<file path="config.mk">
export PLATFORM = sky130hd
export DESIGN_NAME = tx
export DESIGN_NICKNAME = d
export VERILOG_FILES = /design/src/rtl/tx.sv
export SDC_FILE = /design/constraint.sdc
export NUM_CORES = 1
export LEC_CHECK = 0
export ABC_AREA = 1
export BUFFER_PORTS_ARGS = -buffer_cell sky130_fd_sc_hd__buf_2
export CAP_MARGIN = 20
export CORE_UTILIZATION = 25
export DETAILED_ROUTE_END_ITERATION = 6
export PLACE_DENSITY = 0.47
export SLEW_MARGIN = 15
export SYNTH_ARGS = -nofsm -noshare
export SYNTH_HDL_FRONTEND = slang
export SYNTH_SLANG_ARGS = --single-unit
</file>
<file path="constraint.sdc">
create_clock -name clk_in -period 4.25 [get_ports clk_in]
set_clock_uncertainty 0.05 [all_clocks]
set_input_delay 0 -clock clk_in [delete_from_list [all_inputs] [get_ports clk_in]]
set_output_delay 0 -clock clk_in [all_outputs]
set_load 0.02 [all_outputs]
</file>
<file path="src/rtl/tx.sv">
// Pulse-width IR frame transmitter: sync burst/silence, WIDTH data bits MSB first, stop burst, gap.
// Optional carrier modulation of signal_out is enabled by defining TX_CARRIER_EN.
module tx #(
  parameter int SBD            = 800,
  parameter int SSD            = 800,
  parameter int BBD            = 400,
  parameter int BSD0           = 200,
  parameter int BSD1           = 400,
  parameter int WIDTH          = 8,
  parameter int CARRIER_PERIOD = 2586
) (
  input  logic             clk_in,
  input  logic             rst_in,
  input  logic [WIDTH-1:0] data_in,
  input  logic             trigger_in,
  output logic             signal_out,
  output logic             env_out,
  output logic             busy_out,
  output logic             done_out,
  output logic [2:0]       state_out
);

  localparam int BW = $clog2(WIDTH + 1);

  typedef enum logic [2:0] {
    IDLE   = 3'd0,
    SYNC_H = 3'd1,
    SYNC_L = 3'd2,
    BIT_H  = 3'd3,
    BIT_L  = 3'd4,
    STOP_H = 3'd5,
    GAP    = 3'd6
  } state_t;

  // The carrier splits its period into equal high and low halves.
  if ((CARRIER_PERIOD % 2) != 0 || CARRIER_PERIOD < 2) begin : g_bad_carrier
    $error("tx: CARRIER_PERIOD must be even and at least 2");
  end

  state_t            state_q, state_d;
  logic [31:0]       cnt_q, cnt_d;
  logic [WIDTH-1:0]  data_q, data_d;
  logic [BW-1:0]     bits_q, bits_d;
  logic              env_q, env_d;
  logic              busy_q, busy_d;
  logic              done_q, done_d;
  logic              signal_q, signal_d;
  logic [31:0]       dur;
  logic              lastCycle;

  always_comb begin
    dur = 32'd0;
    case (state_q)
      SYNC_H:  dur = 32'(SBD);
      SYNC_L:  dur = 32'(SSD);
      BIT_H:   dur = 32'(BBD);
      BIT_L:   dur = data_q[WIDTH-1] ? 32'(BSD1) : 32'(BSD0);
      STOP_H:  dur = 32'(BBD);
      GAP:     dur = 32'(SSD);
      default: dur = 32'd0;
    endcase
    lastCycle = (cnt_q == dur - 32'd1);
  end

  // Next-state logic; every output register is loaded from the next state so it
  // switches on the same edge as the state itself.
  always_comb begin
    state_d = state_q;
    cnt_d   = cnt_q + 32'd1;
    data_d  = data_q;
    bits_d  = bits_q;
    done_d  = 1'b0;
    case (state_q)
      IDLE: begin
        cnt_d = 32'd0;
        if (trigger_in) begin
          state_d = SYNC_H;
          data_d  = data_in;
          bits_d  = '0;
        end
      end
      SYNC_H: if (lastCycle) state_d = SYNC_L;
      SYNC_L: if (lastCycle) state_d = BIT_H;
      BIT_H:  if (lastCycle) state_d = BIT_L;
      BIT_L: begin
        if (lastCycle) begin
          data_d  = data_q << 1;
          bits_d  = bits_q + BW'(1);
          state_d = (bits_q == BW'(WIDTH - 1)) ? STOP_H : BIT_H;
        end
      end
      STOP_H: if (lastCycle) state_d = GAP;
      GAP: begin
        if (lastCycle) begin
          state_d = IDLE;
          done_d  = 1'b1;
        end
      end
      default: state_d = IDLE;
    endcase
    if (state_d != state_q) cnt_d = 32'd0;
    env_d  = (state_d == SYNC_H) || (state_d == BIT_H) || (state_d == STOP_H);
    busy_d = (state_d != IDLE);
  end

`ifdef TX_CARRIER_EN
  logic [31:0] phase_q, phase_d;

  // Carrier phase restarts on entry to every burst so each burst begins high.
  always_comb begin
    phase_d = phase_q + 32'd1;
    if (env_d && (state_d != state_q)) phase_d = 32'd0;
    else if (phase_q == 32'(CARRIER_PERIOD - 1)) phase_d = 32'd0;
    signal_d = env_d && (phase_d < 32'(CARRIER_PERIOD / 2));
  end

  always_ff @(posedge clk_in) begin
    if (rst_in) phase_q <= 32'd0;
    else        phase_q <= phase_d;
  end
`else
  always_comb signal_d = env_d;
`endif

  always_ff @(posedge clk_in) begin
    if (rst_in) begin
      state_q  <= IDLE;
      cnt_q    <= 32'd0;
      data_q   <= '0;
      bits_q   <= '0;
      env_q    <= 1'b0;
      busy_q   <= 1'b0;
      done_q   <= 1'b0;
      signal_q <= 1'b0;
    end else begin
      state_q  <= state_d;
      cnt_q    <= cnt_d;
      data_q   <= data_d;
      bits_q   <= bits_d;
      env_q    <= env_d;
      busy_q   <= busy_d;
      done_q   <= done_d;
      signal_q <= signal_d;
    end
  end

  assign signal_out = signal_q;
  assign env_out    = env_q;
  assign busy_out   = busy_q;
  assign done_out   = done_q;
  assign state_out  = state_q;

endmodule

</file>
# Yosys cells after proc, flatten, opt, wreduce, memory -nomap -nowiden
# Cells that the tools add are included.
# totals
regBits	50
in_bits	11
output_inout_bits	7
# classes
add_sub_neg	3
n_eq_ne	14
muxes	18
bitwise	1
n_reduce_logical	10
# op_table
cell	n
adder 32 x 1 -> 32 bit (second input constant)	1
== test 32 bit	1
subtractor 32 x 1 -> 32 bit (second input constant)	1
one-hot mux 10 bit (3 select lines)	1
2-to-1 mux 3 bit	8
one-hot mux 3 bit (7 select lines)	1
2-to-1 mux 8 bit	2
one-hot mux 8 bit (2 select lines)	1
== test 3 bit (second input constant)	4
== test 3 x 2 -> 1 bit (second input constant)	3
2-to-1 mux 9 bit	1
2-to-1 mux 4 bit	2
one-hot mux 4 bit (2 select lines)	1
== test 3 x 1 -> 1 bit (second input constant)	2
OR reduction 3 bit	2
adder 4 x 1 -> 4 bit (second input constant)	1
== test 4 x 3 -> 1 bit (second input constant)	1
inequality test 2 bit (second input constant)	2
OR reduction 2 bit	2
zero test 3 bit	1
inequality test 3 bit	1
AND reduction 3 bit	1
nonzero test 3 bit	1
logical OR 1 bit	2
3 further kinds	3

# Longest topological paths before layout
# logic_depth
ltp_word	10
depth_mapped	29
ltp_nobuf	27

# Worst setup path after synthesis
# Ideal clock, no wire load.
# synth_path
path_type	register -> register
startpoint	register state_q[0], in the netlist state_out[0]
endpoint	register cnt_q[6]
path_slack_ps	715
path_stages_with_launch	27
n_path_buf	2
t_arrival_ps	3365
period_less_slack_ps	3535
setup_time_ps	120
cell_sequence	dfxtp_1 -> nor2_2 -> nand2_1 -> inv_2 -> clkbuf_1 -> a21oi_1 -> ha_1 -> inv_1 -> nor2_2 -> nand2_1 -> inv_1 -> ha_1 -> nand2_1 -> nand2_1 -> nor2_1 -> nand2_1 -> nor2_1 -> nand2_1 -> nor2_1 -> nand2_1 -> nor2_2 -> nand2_2 -> o21ai_1 -> nand3_1 -> nand2_2 -> buf_4 -> nor3_2
# synth_between
elab_chain_len	9
word_cells_on_any_way	22
cone_classes	add/sub (1); eq/ne (8); mux (9); reduce/logical (4)
# synth_rtl
item	line_no	rtl
from (decl)	40	state_t state_q, state_d;
from (signal assigned)	136	state_q <= state_d;
== test 3 bit (tied with other cells)	53, 73	
OR reduction 3 bit (no line) / OR reduction 2 bit (equally long branches)	-	
one-hot mux 10 bit (3 select lines)	53	case (state_q)
subtractor 32 x 1 -> 32 bit	62	lastCycle = (cnt_q == dur - 32'd1);
== test 32 bit	62	
2-to-1 mux 3 bit (tied with other cells)	94	if (lastCycle) begin
one-hot mux 3 bit (7 select lines)	73	case (state_q)
inequality test 3 bit	101	if (state_d != state_q) cnt_d = 32'd0;
OR reduction 3 bit (no line) (*)	-	
to (signal assigned)	137	cnt_q <= cnt_d;
to (decl)	41	logic [31:0] cnt_q, cnt_d;
# Every way passes the cells marked *; elsewhere a longest branch is shown, timed or not.
# A chain may end at the register's enable or synchronous reset.

# Final worst setup path
# layout_path
startpoint	register state_q[1], in the netlist state_out[1]
endpoint	register cnt_q[0]
# The elaborated chain is that of the path after synthesis.

==> impl_metrics.prom <==
# TYPE chip_impl_metric gauge
chip_impl_info{name="outcome",value="complete, no violations"} 1
chip_impl_info{name="tritoncts_clock_tree",value="done"} 1
chip_impl_metric{name="grt_first_pass_wirelength",unit="µm"} 12330
chip_impl_metric{name="floorplan.core_area",unit="mm²"} 0.01196
chip_impl_metric{name="power.ir.vdd_worst",unit="V"} 0.0001523
chip_impl_info{name="cp_slowest_cell",value="sky130_fd_sc_hd__dfxtp_1"} 1
chip_impl_metric{name="fp.dieW",unit="µm"} 112.7
chip_impl_metric{name="tritoncts.num_buffers",unit=""} 5
chip_impl_info{name="synthDominantAreaCellType",value="sky130_fd_sc_hd__dfxtp_1"} 1
chip_impl_metric{name="placement_rows",unit=""} 40
chip_impl_metric{name="grt_pass1_vias",unit=""} 2610
chip_impl_metric{name="final_slew_viol_count",unit=""} 0
chip_impl_metric{name="synthesis.instances",unit=""} 431
chip_impl_metric{name="final.fill_count",unit=""} 1317
chip_impl_metric{name="timing.max_slew.rel_slack",unit="%"} 72.72
chip_impl_metric{name="clock_latency",unit="ns"} 0.30
chip_impl_info{name="min_to",value="state_out[0]"} 1
chip_impl_metric{name="register_area_share_after_synthesis",unit="%"} 32.69
chip_impl_metric{name="fin_nets",unit=""} 472
chip_impl_metric{name="synthesis.area",unit="mm²"} 0.003062
chip_impl_metric{name="ff2ff_setup_slack",unit="ns"} 0.48
chip_impl_metric{name="ios",unit=""} 18
chip_impl_metric{name="placement.setup.worst_slack",unit="ns"} 0.4560
chip_impl_metric{name="synth_register_bits",unit=""} 50
chip_impl_metric{name="synthesis.area_per_instance",unit="µm²"} 7.104
chip_impl_metric{name="totalWireLength",unit="µm"} 6957
chip_impl_info{name="crit_path_end_kind",value="flip-flop"} 1
chip_impl_info{name="layout_commonest_cell",value="sky130_fd_sc_hd__nand2_1"} 1
chip_impl_metric{name="final_critical_path_time_including_i_o_delays_and_setup",unit="ns"} 3.773
chip_impl_metric{name="power.leakage",unit="nW"} 1.340
chip_impl_info{name="regToRegStartpoint",value="state_out[1]"} 1
chip_impl_metric{name="ctsLongestPathBuffers",unit=""} 2
chip_impl_metric{name="die_area",unit="mm²"} 0.01269
chip_impl_metric{name="report.final.hold_viol_count",unit=""} 0
chip_impl_metric{name="detail_route.iter0.violations",unit=""} 148
chip_impl_metric{name="layout-drive-gt1-share",unit="%"} 17.47
chip_impl_metric{name="portBuffers",unit=""} 17
chip_impl_info{name="worst_setup_path_start_kind",value="flip-flop"} 1
chip_impl_metric{name="grt_overflow_total",unit=""} 0
chip_impl_metric{name="worst_r2r_path_depth",unit=""} 27
chip_impl_metric{name="hold_depth",unit=""} 3
chip_impl_metric{name="path_clk_slew",unit="ns"} 0.08
chip_impl_metric{name="yosysWarnings",unit=""} 0
chip_impl_info{name="most-common-layout-cells",value="82 x sky130_fd_sc_hd__nand2_1, 67 x sky130_fd_sc_hd__inv_1, 50 x sky130_fd_sc_hd__dfxtp_1"} 1
chip_impl_metric{name="power_density",unit="mW/mm²"} 280.5
chip_impl_metric{name="critical_path.n_buffers_inverters",unit=""} 4
chip_impl_metric{name="clock_sink_count",unit=""} 50
chip_impl_metric{name="detail_route.drc_violations",unit=""} 0
chip_impl_info{name="reg2reg_to",value="cnt_q[0]"} 1
chip_impl_metric{name="max_cap_viol_count",unit=""} 0
chip_impl_metric{name="wl_cell",unit="µm"} 11.50
chip_impl_info{name="path_common_cell",value="sky130_fd_sc_hd__nand2_1"} 1
chip_impl_metric{name="finalWorstSetupSlack",unit="ns"} 0.4774
chip_impl_metric{name="via_per_inst",unit=""} 4.398
chip_impl_metric{name="stage_delay_of_the_slowest_cell_on_the_critical_path",unit="ns"} 0.45
chip_impl_metric{name="grt.total_usage",unit="%"} 11.84
chip_impl_info{name="startpoint",value="state_out[1]"} 1
chip_impl_info{name="critical_path_class",value="reg2reg"} 1
chip_impl_info{name="worstHoldStart",value="trigger_in"} 1
chip_impl_metric{name="detailroute.via_count",unit=""} 2661
chip_impl_metric{name="detailedRoute.firstPassIterationCount",unit=""} 5
chip_impl_metric{name="crit_path_max_fanout",unit=""} 10
chip_impl_metric{name="worst_pin_slew",unit="ns"} 0.4054
chip_impl_metric{name="grt_antenna_before_repair",unit=""} 0
chip_impl_metric{name="antenna_violating_nets_post_route",unit=""} 0
chip_impl_metric{name="netlist.area_leader.share",unit="%"} 32.69
chip_impl_info{name="clockRootBuffer",value="sky130_fd_sc_hd__clkbuf_16"} 1
chip_impl_metric{name="fmax",unit="MHz"} 265.1
chip_impl_metric{name="summed_negative_setup_slack_over_all_endpoints",unit="ns"} 0
chip_impl_metric{name="worst-endpoint-arrival",unit="ns"} 3.91
chip_impl_metric{name="critical_path_required",unit="ns"} 4.39
chip_impl_metric{name="initial_core_util",unit="%"} 25.60
chip_impl_info{name="synth_top_cells_by_area",value="sky130_fd_sc_hd__dfxtp_1 33%, sky130_fd_sc_hd__nand2_1 10%, sky130_fd_sc_hd__nor3_2 9.8%, sky130_fd_sc_hd__inv_1 8.2%, sky130_fd_sc_hd__xor2_1 7.2%"} 1
chip_impl_metric{name="syn_to_final_growth",unit="%"} 15.86
chip_impl_metric{name="diode_insertion_count_for_antenna_repair",unit=""} 0
chip_impl_metric{name="post-route-period-util",unit="%"} 88.77
chip_impl_metric{name="h_tree_levels",unit=""} 2
chip_impl_info{name="timing.critical_path.max_delay_family",value="simple AND/OR/NAND/NOR gates"} 1
chip_impl_metric{name="synthesis.nets",unit=""} 446
chip_impl_metric{name="gpl.final_weighted_congestion",unit=""} 0.8641
chip_impl_metric{name="cts_post_setup_buffers_inserted",unit=""} 0
chip_impl_info{name="rsz_0062_raised_after_global_routing",value="false"} 1
chip_impl_metric{name="detailed_place_hpwl",unit="µm"} 5176
chip_impl_metric{name="die_height",unit="µm"} 112.7
chip_impl_info{name="worstHoldPathType",value="in2reg"} 1
chip_impl_metric{name="report.final.setup_viol",unit=""} 0
chip_impl_metric{name="post_synth_num_cell_types",unit=""} 30
chip_impl_metric{name="p_total",unit="mW"} 0.9950
chip_impl_metric{name="grt_start_max_net_pins",unit=""} 33
stage by stage:
stage | instances | hold WS, ns | util, % | cell area (µm²)
global placement | 588 | 0.2211 | 27.56 | 3297
finish | 605 | 0.1022 | 29.65 | 3547
CTS | 605 | 0.08240 | 29.60 | 3541
global route | 605 | 0.1203 | 29.65 | 3547
detailed placement | 588 | 0.2243 | 27.56 | 3297
floorplan | 431 | 0.1107 | - | 3062
report_power, final:
group	switching [mW]	internal (mW)	leakage, nW
Combinational	0.0506	0.0301	0.858
Sequential	0.00629	0.478	0.406
Clock	0.204	0.226	0.0763
layer usage:
metal,global-route usage [%],part of all wire [%],wire [µm],vias up
li1,-,-,-,1436
met3,2.592,2.8,194,2
met5,0,0,0,-
met2,20.00,47,3258,37
met4,1.600,0.11,8,0
met1,15.75,50,3496,1186
worst max path at each step:
| stage | endpoint | slack, ns | depth (start not counted) |
|---|---|---|---|
| floorplan | cnt_q[6] | 0.72 | 26 |
| global placement | cnt_q[1] | 0.52 | 27 |
| detailed placement | cnt_q[0] | 0.46 | 27 |
| CTS | cnt_q[0] | 0.44 | 27 |
| global route | cnt_q[0] | 0.02 | 27 |
| finish | cnt_q[0] | 0.48 | 27 |
sequential cells by signal (all words and copies together), names as in the netlist:
signal      flops
signal_out      1
busy_out        1
data_q          8
state_out       3
bits_q          4
cnt_q          32
done_out        1
cell usage after synthesis:
cell	number
sky130_fd_sc_hd__nand2_1	83
sky130_fd_sc_hd__inv_1	67
sky130_fd_sc_hd__dfxtp_1	50
sky130_fd_sc_hd__nor2_1	32
sky130_fd_sc_hd__nand3_1	30
sky130_fd_sc_hd__nor3_2	30
sky130_fd_sc_hd__xor2_1	25
sky130_fd_sc_hd__nor3_1	20
sky130_fd_sc_hd__a21oi_1	14
sky130_fd_sc_hd__nand4_1	12
sky130_fd_sc_hd__o21ai_0	12
sky130_fd_sc_hd__a31oi_1	7
sky130_fd_sc_hd__nand2_2	6
sky130_fd_sc_hd__buf_4	4
sky130_fd_sc_hd__clkbuf_1	4
sky130_fd_sc_hd__ha_1	4
sky130_fd_sc_hd__buf_6	3
sky130_fd_sc_hd__inv_2	3
sky130_fd_sc_hd__nor2_2	3
sky130_fd_sc_hd__nor4_1	3
sky130_fd_sc_hd__or2_2	3
sky130_fd_sc_hd__xnor2_1	3
sky130_fd_sc_hd__a211oi_1	2
sky130_fd_sc_hd__and3_1	2
sky130_fd_sc_hd__nand3_2	2
sky130_fd_sc_hd__nor2_4	2
sky130_fd_sc_hd__o21ai_1	2
sky130_fd_sc_hd__buf_2	1
sky130_fd_sc_hd__nand3b_1	1
sky130_fd_sc_hd__or3_1	1
layout make-up:
| class | instances | area [µm²] | share of cell area [%] |
|---|---|---|---|
| Sequential cell | 50 | 1001 | 28.22 |
| Tap cell | 147 | 183.9 | 5.185 |
| Inverter | 70 | 262.8 | 7.407 |
| Timing Repair Buffer | 31 | 229.0 | 6.455 |
| Multi-Input combinational cell | 299 | 1717 | 48.40 |
| Clock buffer | 5 | 125.1 | 3.527 |
| Clock inverter | 3 | 28.78 | 0.8113 |
worst min-delay path, cell delays in order:
cell and delay [ns]:
sky130_fd_sc_hd__buf_2 0.10, sky130_fd_sc_hd__nand3_1 0.20, sky130_fd_sc_hd__a21oi_1 0.10
logic make-up after synthesis:
kind of cell / Yosys count / synth area share, %
AOI/OAI and AO/OA: 37 / 6.498
xor gates and xnor gates: 28 / 8.010
buffers and inverters: 82 / 11.32
DFF: 50 / 32.69
adders and majority gates: 4 / 1.635
and+or+nand+nor: 230 / 39.85
repair_timing:
action | in CTS | in global routing
endpoints found under the setup margin | 0 | 3
hold endpoints to repair | 14 | 0
gates resized for setup | 0 | 2
hold buffers | 9 | 0
No activity file was read; power rests on OpenSTA's default activity.
